==> src/rtl/bus_access_arbiter_if.sv <==
// Bundles the fetch requester, data requester and system bus signals of the
// memory-port arbiter. The master modport is the arbiter's view; slave is the environment's.
interface bus_access_arbiter_if;
  logic        fetch_req;
  logic [31:0] fetch_addr;
  logic        fetch_gnt;
  logic        fetch_done;
  logic [31:0] fetch_rdata;
  logic        fetch_err;

  logic        data_req;
  logic        data_we;
  logic [1:0]  data_size;
  logic [31:0] data_addr;
  logic [31:0] data_wdata;
  logic        data_gnt;
  logic        data_done;
  logic [31:0] data_rdata;
  logic        data_err;

  logic        bus_valid;
  logic        bus_ready;
  logic        bus_we;
  logic [31:0] bus_addr;
  logic [3:0]  bus_be;
  logic [31:0] bus_wdata;
  logic [31:0] bus_rdata;

  modport master (
    input  fetch_req, fetch_addr,
    output fetch_gnt, fetch_done, fetch_rdata, fetch_err,
    input  data_req, data_we, data_size, data_addr, data_wdata,
    output data_gnt, data_done, data_rdata, data_err,
    output bus_valid, bus_we, bus_addr, bus_be, bus_wdata,
    input  bus_ready, bus_rdata
  );

  modport slave (
    output fetch_req, fetch_addr,
    input  fetch_gnt, fetch_done, fetch_rdata, fetch_err,
    output data_req, data_we, data_size, data_addr, data_wdata,
    input  data_gnt, data_done, data_rdata, data_err,
    input  bus_valid, bus_we, bus_addr, bus_be, bus_wdata,
    output bus_ready, bus_rdata
  );
endinterface

==> src/rtl/bus_access_arbiter.sv <==
// Shares one memory bus port between instruction fetch and data load/store:
// arbitration with fetch anti-starvation, lane generation, timed-out handshake, read alignment.
module bus_access_arbiter #(
  parameter int unsigned TIMEOUT_CYCLES = 255,
  parameter int unsigned STARVE_LIMIT   = 4
) (
  input  logic                 clk,
  input  logic                 reset,
  bus_access_arbiter_if.master arb_io
);

  localparam int unsigned TMO_W = $clog2(TIMEOUT_CYCLES + 1);
  localparam int unsigned STV_W = $clog2(STARVE_LIMIT + 1);
  localparam logic [TMO_W-1:0] TMO_LAST = TMO_W'(TIMEOUT_CYCLES - 1);
  localparam logic [STV_W-1:0] STV_MAX  = STV_W'(STARVE_LIMIT);

  typedef enum logic [1:0] {S_IDLE, S_ACCESS, S_RESP} state_e;
  typedef enum logic       {OWN_FETCH, OWN_DATA}      owner_e;
  typedef enum logic [1:0] {
    SZ_BYTE = 2'b00,
    SZ_HALF = 2'b01,
    SZ_WORD = 2'b10,
    SZ_RSVD = 2'b11
  } size_e;

  state_e            state_q;
  owner_e            owner_q;
  size_e             size_q;
  logic [1:0]        off_q;
  logic              we_q;
  logic [TMO_W-1:0]  tmo_q;
  logic [STV_W-1:0]  starve_q;

  logic              bus_valid_q, bus_we_q;
  logic [31:0]       bus_addr_q, bus_wdata_q;
  logic [3:0]        bus_be_q;
  logic              fetch_gnt_q, fetch_done_q, fetch_err_q;
  logic [31:0]       fetch_rdata_q;
  logic              data_gnt_q, data_done_q, data_err_q;
  logic [31:0]       data_rdata_q;

  // Decode of the data request into lanes, replicated store data and fault.
  logic [1:0]  data_off;
  logic [3:0]  data_be;
  logic [31:0] data_wrep;
  logic        data_fault;

  always_comb begin
    // NOTE: every variable gets a default first so no path through the case infers a latch.
    data_off   = arb_io.data_addr[1:0];
    data_be    = 4'b0000;
    data_wrep  = '0;
    data_fault = 1'b0;
    case (size_e'(arb_io.data_size))
      SZ_BYTE: begin
        data_be   = 4'b0001 << data_off;
        data_wrep = {4{arb_io.data_wdata[7:0]}};
      end
      SZ_HALF: begin
        data_be    = 4'b0011 << data_off;
        data_wrep  = {2{arb_io.data_wdata[15:0]}};
        data_fault = data_off[0];
      end
      SZ_WORD: begin
        data_be    = 4'b1111;
        data_wrep  = arb_io.data_wdata;
        data_fault = (data_off != 2'b00);
      end
      default: data_fault = 1'b1;
    endcase
  end

  // Winner selection and the fields that get captured for it.
  logic        sel_fetch, sel_fault, sel_we;
  size_e       sel_size;
  logic [1:0]  sel_off;
  logic [31:0] sel_addr, sel_wdata;
  logic [3:0]  sel_be;

  always_comb begin
    sel_fetch = arb_io.fetch_req && (!arb_io.data_req || (starve_q >= STV_MAX));
    if (sel_fetch) begin
      sel_fault = (arb_io.fetch_addr[1:0] != 2'b00);
      sel_we    = 1'b0;
      sel_size  = SZ_WORD;
      sel_off   = 2'b00;
      sel_addr  = {arb_io.fetch_addr[31:2], 2'b00};
      sel_be    = 4'b1111;
      sel_wdata = '0;
    end else begin
      sel_fault = data_fault;
      sel_we    = arb_io.data_we;
      sel_size  = size_e'(arb_io.data_size);
      sel_off   = data_off;
      sel_addr  = {arb_io.data_addr[31:2], 2'b00};
      sel_be    = data_be;
      sel_wdata = data_wrep;
    end
  end

  // Read data shifted down to bit 0 and zero-extended to the access size.
  logic [31:0] rd_shift, rd_align;

  always_comb begin
    rd_shift = arb_io.bus_rdata >> {off_q, 3'b000};
    case (size_q)
      SZ_BYTE: rd_align = {24'h0, rd_shift[7:0]};
      SZ_HALF: rd_align = {16'h0, rd_shift[15:0]};
      default: rd_align = rd_shift;
    endcase
  end

  // Completion: bus handshake, timeout expiry, or the delayed response of a faulted request.
  logic        done_now, done_err;
  logic [31:0] done_rdata;

  always_comb begin
    done_now   = 1'b0;
    done_err   = 1'b0;
    done_rdata = '0;
    case (state_q)
      S_ACCESS: begin
        if (arb_io.bus_ready) begin
          done_now   = 1'b1;
          done_rdata = we_q ? 32'h0 : rd_align;
        end else if (tmo_q == TMO_LAST) begin
          done_now = 1'b1;
          done_err = 1'b1;
        end
      end
      S_RESP: begin
        if (!(fetch_done_q || data_done_q)) begin
          done_now = 1'b1;
          done_err = 1'b1;
        end
      end
      default: ;
    endcase
  end

  // NOTE: sequential state uses non-blocking assignments so every register samples pre-edge values.
  always_ff @(posedge clk or posedge reset) begin
    if (reset) begin
      state_q       <= S_IDLE;
      owner_q       <= OWN_FETCH;
      size_q        <= SZ_BYTE;
      off_q         <= 2'b00;
      we_q          <= 1'b0;
      tmo_q         <= '0;
      starve_q      <= '0;
      bus_valid_q   <= 1'b0;
      bus_we_q      <= 1'b0;
      bus_addr_q    <= '0;
      bus_be_q      <= '0;
      bus_wdata_q   <= '0;
      fetch_gnt_q   <= 1'b0;
      fetch_done_q  <= 1'b0;
      fetch_err_q   <= 1'b0;
      fetch_rdata_q <= '0;
      data_gnt_q    <= 1'b0;
      data_done_q   <= 1'b0;
      data_err_q    <= 1'b0;
      data_rdata_q  <= '0;
    end else begin
      fetch_gnt_q  <= 1'b0;
      data_gnt_q   <= 1'b0;
      fetch_done_q <= 1'b0;
      data_done_q  <= 1'b0;

      case (state_q)
        S_IDLE: begin
          // A fetch loss is the only case that advances the starvation count.
          if (!arb_io.fetch_req || sel_fetch) starve_q <= '0;
          else                                starve_q <= starve_q + 1'b1;

          if (arb_io.fetch_req || arb_io.data_req) begin
            owner_q     <= sel_fetch ? OWN_FETCH : OWN_DATA;
            fetch_gnt_q <= sel_fetch;
            data_gnt_q  <= !sel_fetch;
            we_q        <= sel_we;
            size_q      <= sel_size;
            off_q       <= sel_off;
            tmo_q       <= '0;
            if (sel_fault) begin
              state_q <= S_RESP;
            end else begin
              state_q     <= S_ACCESS;
              bus_valid_q <= 1'b1;
              bus_we_q    <= sel_we;
              bus_addr_q  <= sel_addr;
              bus_be_q    <= sel_be;
              bus_wdata_q <= sel_wdata;
            end
          end
        end
        S_ACCESS: begin
          if (done_now) begin
            bus_valid_q <= 1'b0;
            state_q     <= S_RESP;
          end else begin
            tmo_q <= tmo_q + 1'b1;
          end
        end
        S_RESP: begin
          if (!done_now) state_q <= S_IDLE;
        end
        default: state_q <= S_IDLE;
      endcase

      if (done_now) begin
        if (owner_q == OWN_FETCH) begin
          fetch_done_q  <= 1'b1;
          fetch_rdata_q <= done_rdata;
          fetch_err_q   <= done_err;
        end else begin
          data_done_q  <= 1'b1;
          data_rdata_q <= done_rdata;
          data_err_q   <= done_err;
        end
      end
    end
  end

  assign arb_io.fetch_gnt   = fetch_gnt_q;
  assign arb_io.fetch_done  = fetch_done_q;
  assign arb_io.fetch_rdata = fetch_rdata_q;
  assign arb_io.fetch_err   = fetch_err_q;
  assign arb_io.data_gnt    = data_gnt_q;
  assign arb_io.data_done   = data_done_q;
  assign arb_io.data_rdata  = data_rdata_q;
  assign arb_io.data_err    = data_err_q;
  assign arb_io.bus_valid   = bus_valid_q;
  assign arb_io.bus_we      = bus_we_q;
  assign arb_io.bus_addr    = bus_addr_q;
  assign arb_io.bus_be      = bus_be_q;
  assign arb_io.bus_wdata   = bus_wdata_q;

endmodule

==> src/flat_wrapper.sv <==
// flat-port wrapper written by rule: the top's interface ports become plain ports
module bus_access_arbiter_flat 
#(
  parameter int unsigned TIMEOUT_CYCLES = 255,
  parameter int unsigned STARVE_LIMIT   = 4
)
  (clk, reset, arb_io_fetch_req, arb_io_fetch_addr, arb_io_fetch_gnt, arb_io_fetch_done, arb_io_fetch_rdata, arb_io_fetch_err, arb_io_data_req, arb_io_data_we, arb_io_data_size, arb_io_data_addr, arb_io_data_wdata, arb_io_data_gnt, arb_io_data_done, arb_io_data_rdata, arb_io_data_err, arb_io_bus_valid, arb_io_bus_we, arb_io_bus_addr, arb_io_bus_be, arb_io_bus_wdata, arb_io_bus_ready, arb_io_bus_rdata);
  bus_access_arbiter_if arb_io_i ();
  input  logic clk;
  input  logic reset;
  input wire logic [$bits(arb_io_i.fetch_req)-1:0] arb_io_fetch_req;
  input wire logic [$bits(arb_io_i.fetch_addr)-1:0] arb_io_fetch_addr;
  output wire logic [$bits(arb_io_i.fetch_gnt)-1:0] arb_io_fetch_gnt;
  output wire logic [$bits(arb_io_i.fetch_done)-1:0] arb_io_fetch_done;
  output wire logic [$bits(arb_io_i.fetch_rdata)-1:0] arb_io_fetch_rdata;
  output wire logic [$bits(arb_io_i.fetch_err)-1:0] arb_io_fetch_err;
  input wire logic [$bits(arb_io_i.data_req)-1:0] arb_io_data_req;
  input wire logic [$bits(arb_io_i.data_we)-1:0] arb_io_data_we;
  input wire logic [$bits(arb_io_i.data_size)-1:0] arb_io_data_size;
  input wire logic [$bits(arb_io_i.data_addr)-1:0] arb_io_data_addr;
  input wire logic [$bits(arb_io_i.data_wdata)-1:0] arb_io_data_wdata;
  output wire logic [$bits(arb_io_i.data_gnt)-1:0] arb_io_data_gnt;
  output wire logic [$bits(arb_io_i.data_done)-1:0] arb_io_data_done;
  output wire logic [$bits(arb_io_i.data_rdata)-1:0] arb_io_data_rdata;
  output wire logic [$bits(arb_io_i.data_err)-1:0] arb_io_data_err;
  output wire logic [$bits(arb_io_i.bus_valid)-1:0] arb_io_bus_valid;
  output wire logic [$bits(arb_io_i.bus_we)-1:0] arb_io_bus_we;
  output wire logic [$bits(arb_io_i.bus_addr)-1:0] arb_io_bus_addr;
  output wire logic [$bits(arb_io_i.bus_be)-1:0] arb_io_bus_be;
  output wire logic [$bits(arb_io_i.bus_wdata)-1:0] arb_io_bus_wdata;
  input wire logic [$bits(arb_io_i.bus_ready)-1:0] arb_io_bus_ready;
  input wire logic [$bits(arb_io_i.bus_rdata)-1:0] arb_io_bus_rdata;
  assign arb_io_i.fetch_req = arb_io_fetch_req;
  assign arb_io_i.fetch_addr = arb_io_fetch_addr;
  assign arb_io_fetch_gnt = arb_io_i.fetch_gnt;
  assign arb_io_fetch_done = arb_io_i.fetch_done;
  assign arb_io_fetch_rdata = arb_io_i.fetch_rdata;
  assign arb_io_fetch_err = arb_io_i.fetch_err;
  assign arb_io_i.data_req = arb_io_data_req;
  assign arb_io_i.data_we = arb_io_data_we;
  assign arb_io_i.data_size = arb_io_data_size;
  assign arb_io_i.data_addr = arb_io_data_addr;
  assign arb_io_i.data_wdata = arb_io_data_wdata;
  assign arb_io_data_gnt = arb_io_i.data_gnt;
  assign arb_io_data_done = arb_io_i.data_done;
  assign arb_io_data_rdata = arb_io_i.data_rdata;
  assign arb_io_data_err = arb_io_i.data_err;
  assign arb_io_bus_valid = arb_io_i.bus_valid;
  assign arb_io_bus_we = arb_io_i.bus_we;
  assign arb_io_bus_addr = arb_io_i.bus_addr;
  assign arb_io_bus_be = arb_io_i.bus_be;
  assign arb_io_bus_wdata = arb_io_i.bus_wdata;
  assign arb_io_i.bus_ready = arb_io_bus_ready;
  assign arb_io_i.bus_rdata = arb_io_bus_rdata;
  bus_access_arbiter #(.TIMEOUT_CYCLES(TIMEOUT_CYCLES), .STARVE_LIMIT(STARVE_LIMIT)) u_core (.clk(clk), .reset(reset), .arb_io(arb_io_i));
endmodule
==> config.mk <==
export PLATFORM = sky130hd
export DESIGN_NAME = bus_access_arbiter_flat
export DESIGN_NICKNAME = d
export VERILOG_FILES = /design/src/rtl/bus_access_arbiter_if.sv /design/src/rtl/bus_access_arbiter.sv /design/src/flat_wrapper.sv
export SDC_FILE = /design/constraint.sdc
export NUM_CORES = 1
export LEC_CHECK = 0
export BUFFER_PORTS_ARGS = -buffer_cell sky130_fd_sc_hd__buf_4
export CAP_MARGIN = 10
export CORE_MARGIN = 8
export CORE_UTILIZATION = 28
export CTS_BUF_LIST = sky130_fd_sc_hd__clkbuf_4 sky130_fd_sc_hd__clkbuf_8
export DETAILED_ROUTE_END_ITERATION = 12
export PLACE_DENSITY = 0.5
export REMOVE_ABC_BUFFERS = 1
export SKIP_CTS_REPAIR_TIMING = 1
export SLEW_MARGIN = 20
export SYNTH_ARGS = -nofsm -noshare
export SYNTH_HDL_FRONTEND = slang
export SYNTH_SLANG_ARGS = --single-unit
==> constraint.sdc <==
create_clock -name clk -period 6.6 [get_ports clk]
set_clock_uncertainty 0.1 [all_clocks]
set_input_delay 0.33 -clock clk [delete_from_list [all_inputs] [get_ports clk]]
set_output_delay 0.33 -clock clk [all_outputs]
set_load 0.005 [all_outputs]
==> impl_results.md, run 1 <==
- Vias in the first global route: ~6700
- Clock slew at reported path FFs: approximately 100 ps
- Sequential share of the synthesized area: 0.5223
- Max incr delay on CP: 690 ps
- Fin. Hold Viols: 33
- DR iter-0 viols: 304
- DRC viols: 0
- Power density over cell area: 351.0 nW/um2
- Crit Reg-Reg Startpoint: u_core.state_q[1]$_DFFE_PP0P_
- Slew at the pin with the worst max-slew slack: 899.8 ps
- Critical path class: flip-flop to flip-flop
- Netlist cell types: 57
- Worst hold margin: -64.95 ps
- FF-to-FF End: u_core.arb_io.fetch_rdata[26]$_DFFE_PP0P_
- Via density: roughly 4.7
- Failing checks: negative hold slack
- Share of power burned in registers: 0.394
- Largest net degree at the start of global routing: 90
- Area Overhead vs Synth: 37.03%
- DR top layer: met4
- GP Congestion: 0.7894
- Pleak: 5.068 nW
- Rows: 60
- 1st-pass router iterations: 4
- FMAX: 345.9 MHz
- Initial antenna violation count: 0
- Num CTS Buffers: 17
- Critical Path Sink Type: flip-flop
- P_int: 0.002286 W
- R2r setup slk: around 3700 ps
- Cell chain of the critical path: inv_1 -> ha_1 -> nand3b_2 -> or3b_1 -> nor2_4 -> and2_1 -> mux2_2
- Synth area leader: dfrtp_1
- CTS tree: done
- Syn Area/Cell: 10.18 um2
- Clock share of power: 0.209
- Max cap viols: 0
- Diodes inserted: 0
- Worst relative slew slack: 0.4001
- Sink Count: 157
- Number of enable flip-flop cells after synthesis: 0
- Detailed-placement wirelength estimate: 18280 um
- Slowest CP cell: or3b_1
- Initial Util: 0.2823
- Arr. time, crit path: approximately 3200 ps
- Switching Fraction: 0.3682
- Core footprint: 26650 um2
- Post-layout util: 0.3868
- Combinational Power Share: 0.397
- Slew Viols, Final: 0
- FILL cells: 2693
- GRT Residual Overflow: 0
- Met3 WL: 2346 um
- Ports: 276
- Met2 routed WL: 11100 um
- Synth warn: 0
- CTS HTree Levels: 4
- Total GRT Usage: 0.1549
- Final-stage net count: roughly 1100
- Post-Route WL: 25460 um
- Hold crit path type: primary input to async pin
- DIE AREA: ~32000 um2
- Layout cells sized above 1: 0.3984
- Synth top area share: 0.5223
- Req. time, crit path: 6880 ps
- Drt wl/cell: 18.86 um
- Final period util: 0.4380
- Cells after Synth: approximately 740
- Status: finished with violations
- Worst Path Max Fanout: 15
- TNS Setup: 0 ps
- Clock buffer depth: 2
- Maximum vdd drop: between 0.1 and 0.15 mV
- Post-Syn Area: 7522 um2
- Vias: 6390
- Tmin final: 2891 ps
- Antenna Violating Nets Remaining: 0
- IO Port Bufs: 273
- P_sw: 0.001332 W
- Async SR Flop Fraction: 1.000
- Root Buffer: clkbuf_8
- Final setup vio count: 0
- Wl on met1: 11780 um
- First-pass GRT wire length: 39990 um
- Die span in y: 179.9 um
- Chip width: 179.9 um
- Startpoint Class: flip-flop
- Unrepaired setup endpoints after global routing: no
- #FFs+latches synth: approximately 160
- Clock Latency Late Sink: ~440 ps
- Ys flop type: dfrtp_1
- Area contributors post-synth: dfrtp_1 52%, mux2_2 10%, nand2_1 5.8%, mux2i_1 3.9%, nor2_1 3.8%
- Reg2reg path depth: 7
-- Yosys cell counts (2+ instances only) --
cell and count:
dfrtp_1 157, nand2_1 116, nor2_1 77, mux2_2 67, a21oi_1 38, a31oi_1 32, mux2i_1 29, o21ai_0 29
buf_2 21, clkbuf_1 21, nor2b_1 20, a211oi_1 19, nand3_1 13, inv_1 11, and2_1 9, o31ai_1 8
nor3_1 7, ha_1 6, a22o_1 4, buf_1 3, buf_6 3, nand2b_1 3, o22ai_1 3, buf_4 2
nand3b_1 2, nand4_1 2, nor2_4 2, nor3b_1 2, nor4_1 2, o211ai_1 2, or3_1 2, or4_1 2
-- registers in the layout, summed over array words and instances, names as in the netlist, 2 cells and up --
signal	cells
u_core.arb_io.fetch_rdata	32
u_core.arb_io.bus_be	4
u_core.arb_io.data_rdata	32
u_core.state_q	2
u_core.arb_io.bus_wdata	32
u_core.size_q	2
u_core.tmo_q	8
u_core.off_q	2
u_core.starve_q	3
u_core.arb_io.bus_addr	30
-- power by group through the flow --
stage / logic (W) / clock network [W] / registers [W]
finish: 0.00144 / 0.000755 / 0.00143
global route: 0.00160 / 0.000825 / 0.00147
CTS: 0.00147 / 0.000788 / 0.00143
detailed placement: 0.00147 / 0 / 0.00144
global placement: 0.00147 / 0 / 0.00144
floorplan: 0.000659 / 0 / 0.00147
-- cell families after synthesis --
| logic type | synth area share |
|---|---|
| AND/OR/NAND/NOR | 0.1637 |
| adder cells (fa/ha/maj) | 0.009980 |
| flip-flops | 0.5223 |
| multiplexers | 0.1389 |
| AO/OA/AOI/OAI | 0.1267 |
| other | 0.0004985 |
| buffers and inverters | 0.03792 |
-- worst max path at each step --
stage	start	endpoint	slack, ps	cells after the start
finish	u_core.state_q[1]$_DFFE_PP0P_	u_core.arb_io.fetch_rdata[26]$_DFFE_PP0P_	3710	7
global route	u_core.state_q[1]$_DFFE_PP0P_	u_core.arb_io.data_rdata[30]$_DFFE_PP0P_	3440	7
CTS	u_core.state_q[1]$_DFFE_PP0P_	u_core.arb_io.data_rdata[30]$_DFFE_PP0P_	3660	7
detailed placement	u_core.state_q[1]$_DFFE_PP0P_	u_core.arb_io.fetch_rdata[27]$_DFFE_PP0P_	3680	7
global placement	u_core.state_q[1]$_DFFE_PP0P_	u_core.arb_io.fetch_rdata[30]$_DFFE_PP0P_	3790	7
floorplan	u_core.state_q[0]$_DFFE_PP0P_	u_core.arb_io.bus_be[1]$_DFFE_PP0P_	1080	5
-- critical path: cells and delay by family, from the launching register on --
family / cells / cell delay, ps
adder cells (fa/ha/maj): 1 / 540
buffers and inverters: 1 / 90
flip-flops: 1 / 390
multiplexers: 1 / 150
AND/OR/NAND/NOR: 4 / 1550
-- stage by stage --
step / std cells / cell area, um2 / setup slack [ps] / total power (W)
detailed placement: 1314 / 9857 / 3678 / 0.002914
finish: 1350 / 10310 / 3709 / 0.003618
CTS: 1346 / 10260 / 3657 / 0.003687
global route: 1350 / 10310 / 3439 / 0.003896
floorplan: 690 / 7282 / 1079 / 0.002133
global placement: 1314 / 9853 / 3792 / 0.002912
-- layout by cell type, fill, tap and decap left out, types with 8 or more instances in the layout --
master	n
buf_4	283
dfrtp_1	157
nand2_1	116
nor2_1	77
mux2_2	67
a21oi_1	38
a31oi_1	32
mux2i_1	29
o21ai_0	28
a211oi_1	19
nor2b_1	19
clkbuf_8	19
nand3_1	13
inv_1	10
and2_1	8
o31ai_1	8
inv_6	8
-- metal layers --
| metal | GRT usage | vias to the layer above |
|---|---|---|
| met5 | 0 | - |
| met3 | 0.06109 | 16 |
| met1 | 0.2035 | 3038 |
| met2 | 0.2370 | 244 |
| li1 | - | 3092 |
| met4 | 0.03368 | 0 |
-- layout make-up --
class	instances	area, um2	area share
Multi-Input combinational cell	522	3336	0.3236
Tap cell	341	426.7	0.04139
Clock buffer	19	261.5	0.02537
Clock inverter	13	143.9	0.01396
Inverter	11	46.29	0.004491
Timing Repair Buffer	287	2165	0.2100
Sequential cell	157	3929	0.3812
No activity file was read; power rests on OpenSTA's default activity.
==> run 2, diff against run 1 <==
==> constraint.sdc (replaced) <==
create_clock -name clk -period 2.77 [get_ports clk]
set_clock_uncertainty 0.1 [all_clocks]
set_input_delay 0.1385 -clock clk [delete_from_list [all_inputs] [get_ports clk]]
set_output_delay 0.1385 -clock clk [all_outputs]
set_load 0.005 [all_outputs]
==> run 2 against run 1 <==
The flow now finishes without violations. Wire length grew 3.3%. Combinational power grew to 2.5 times the previous value. Sequential cell count is the same. Clock power grew 130%. First-iteration DRC count grew 25%. Final cell count grew 8.4%. Register-to-register slack lost 3300 ps. Sequential power grew 140%. Utilization grew 4.3 points. Fmax grew 20%. Clock-buffer cell count shrank 1.
==> impl_results.md, run 2 (synthesis gave the netlist of run 1 again) <==
- Status: finished, final reports clean
- Most used routing layer: met2
- Clock Latency Late Sink: 440 ps (about the same)
- Layout cells sized above 1: 0.3687 (-0.02976)
- Slew at the pin with the worst max-slew slack: 892.0 ps (-7.750 ps)
- Detailed-placement wirelength estimate: 18610 um (+1.8%)
- Sink Count: 157 (unchanged)
- Max cap viols: 0 (unchanged)
- Met3 Use GR: 0.06593 (+0.004839)
- Antenna Violating Nets Remaining: 0 (unchanged)
- Clock slew at reported path FFs: 90 ps (about the same)
- Tot Pwr: 0.008829 W (+140%)
- Drt wl/cell: 17.96 um (-4.8%)
- CTS tree: done
- Area Overhead vs Synth: 52.15%
- Rows: 60 (unchanged)
- DP Area: 10000 um2 (+1.5%)
- R2r setup slk: 370 ps (-3340 ps)
- Slowest CP cell: dfrtp_1
- Final setup vio count: 0 (unchanged)
- Arr. time, crit path: 2620 ps (-550 ps)
- Worst relative slew slack: 0.4053 (+0.005167)
- Req. time, crit path: 2990 ps (-3890 ps)
- Unrepaired setup endpoints after global routing: no
- Power density over cell area: 771.4 nW/um2 (+120%)
- Final period util: 0.8669 (+0.4288)
- Fin. Hold Viols: 0 (-100%)
- Num CTS Buffers: 17 (unchanged)
- FMAX: 416.5 MHz (+20%)
- Root Buffer: clkbuf_8
- Pre-CTS setup slack: 381.2 ps (-3297 ps)
- Cell chain of the critical path: inv_1 -> ha_1 -> and3_4 -> a211oi_4 -> nor2_2 -> nand2_1 -> buf_12 -> mux2_2
- Met1 global-route usage: 0.2056 (+0.002180)
- Tmin final: 2401 ps (-489.8 ps)
- GRT Residual Overflow: 0 (unchanged)
- Worst Path Max Fanout: 32 (+17)
- Die span in y: 179.9 um (unchanged)
- GP Congestion: 0.7696 (-2.5%)
- DIE AREA: 32370 um2 (unchanged)
- Vias in the first global route: 6857 (+2.7%)
- TNS Setup: 0 ps (unchanged)
- Diodes inserted: 0 (unchanged)
- Pleak: 5.555 nW (+9.6%)
- Maximum vdd drop: 0.3036 mV (+110%)
- DR iter-0 viols: 381 (+25%)
- CTS HTree Levels: 4 (unchanged)
- Largest net degree at the start of global routing: 158 (+76%)
- IO Port Bufs: 273 (unchanged)
- Vias: 6863 (+7.4%)
- First-pass GRT wire length: 40340 um (+0.88%)
- Final WS setup: 368.8 ps (-3340 ps)
- Final instance area: 11440 um2 (+11%)
- Hold crit path type: primary input to flip-flop
- Total GRT Usage: 0.1559 (+0.0009867)
- Critical Path Sink Type: flip-flop
- Leading cell type in the layout, fill and taps excluded: buf_4
- DRC viols: 0 (unchanged)
- Critical path class: flip-flop to flip-flop
- 1st-pass router iterations: 4 (unchanged)
- Via density: 4.688 (-0.96%)
- Max incr delay on CP: 450 ps (-240 ps)
- Final-stage net count: 1252 (+10%)
- Core footprint: 26650 um2 (unchanged)
- Initial antenna violation count: 0 (unchanged)
- Post-Route WL: 26290 um (+3.3%)
- Ports: 276 (unchanged)
- Clock buffer depth: 2 (unchanged)
- Slew Viols, Final: 0 (unchanged)
- Met2 usage: 0.2370 (unchanged)
- Startpoint Class: flip-flop
- Chip width: 179.9 um (unchanged)
- Most frequent cells in the layout: 292 x buf_4, 157 x dfrtp_1, 116 x nand2_1
- Initial Util: 0.2823 (unchanged)
==> run 2: cell count changes in the layout (fill, tap and decap cells not counted), sizes merged <==
cell         before  now
dlygate4sd3       4  105
clkbuf           19   18
inv              22   20
buf             283  296
clkinvlp          1    2
clkinv            0    2
==> run 2: final timing paths <==
path | startpoint | to | cells past startpoint
min | arb_io_bus_rdata[30] | u_core.arb_io.data_rdata[30]$_DFFE_PP0P_ | 3
max in group asynchronous | reset | u_core.tmo_q[1]$_DFFE_PP0P_ | 4
min reg2reg | u_core.arb_io.bus_wdata[6]$_DFFE_PP0P_ | u_core.arb_io.bus_wdata[6]$_DFFE_PP0P_ | 2
max | u_core.tmo_q[0]$_DFFE_PP0P_ | u_core.arb_io.data_rdata[15]$_DFFE_PP0P_ | 8
max reg2reg | u_core.tmo_q[0]$_DFFE_PP0P_ | u_core.arb_io.data_rdata[15]$_DFFE_PP0P_ | 8
min in group asynchronous | reset | u_core.arb_io.fetch_rdata[13]$_DFFE_PP0P_ | 4
==> run 2: layer usage <==
layer,wire length [um],share of wire
met1,12070,0.46
met5,0,0
met3,2228,0.085
met4,180,0.0068
met2,11820,0.45
==> run 2: where the power goes <==
group / internal (W) / total [W] / switching (W)
combinational: 0.00185 / 0.00361 / 0.00176
clock: 0.000772 / 0.00177 / 0.000999
sequential: 0.00297 / 0.00344 / 0.000472
==> run 2: cell type report <==
type | count | area (um2)
clock buffer | 18 | 247.7
clock inverter | 14 | 145.1
fill | 2585 | 15210
inverter | 11 | 46.29
multi-input combinational | 522 | 3327
sequential | 157 | 3929
tap | 341 | 426.7
timing repair buffer | 401 | 3323
==> run 2: worst max-delay path, delay by kind of cell (launching register included) <==
| family | cells | cell delay, ps |
|---|---|---|
| flip-flops | 1 | 450 |
| adder cells (fa/ha/maj) | 1 | 220 |
| buffers and inverters | 2 | 330 |
| AND/OR/NAND/NOR | 3 | 450 |
| AO/OA/AOI/OAI | 1 | 350 |
| multiplexers | 1 | 360 |
==> run 2: stage by stage <==
step           cells  hold WS [ps]    util
2_1_floorplan    690         171.2       -
3_3_place_gp    1327         282.7  0.3753
3_5_place_dp    1327         287.0  0.3753
4_1_cts         1359        -216.4  0.3900
5_1_grt         1464         1.715  0.4294
6_report        1464         11.36  0.4294
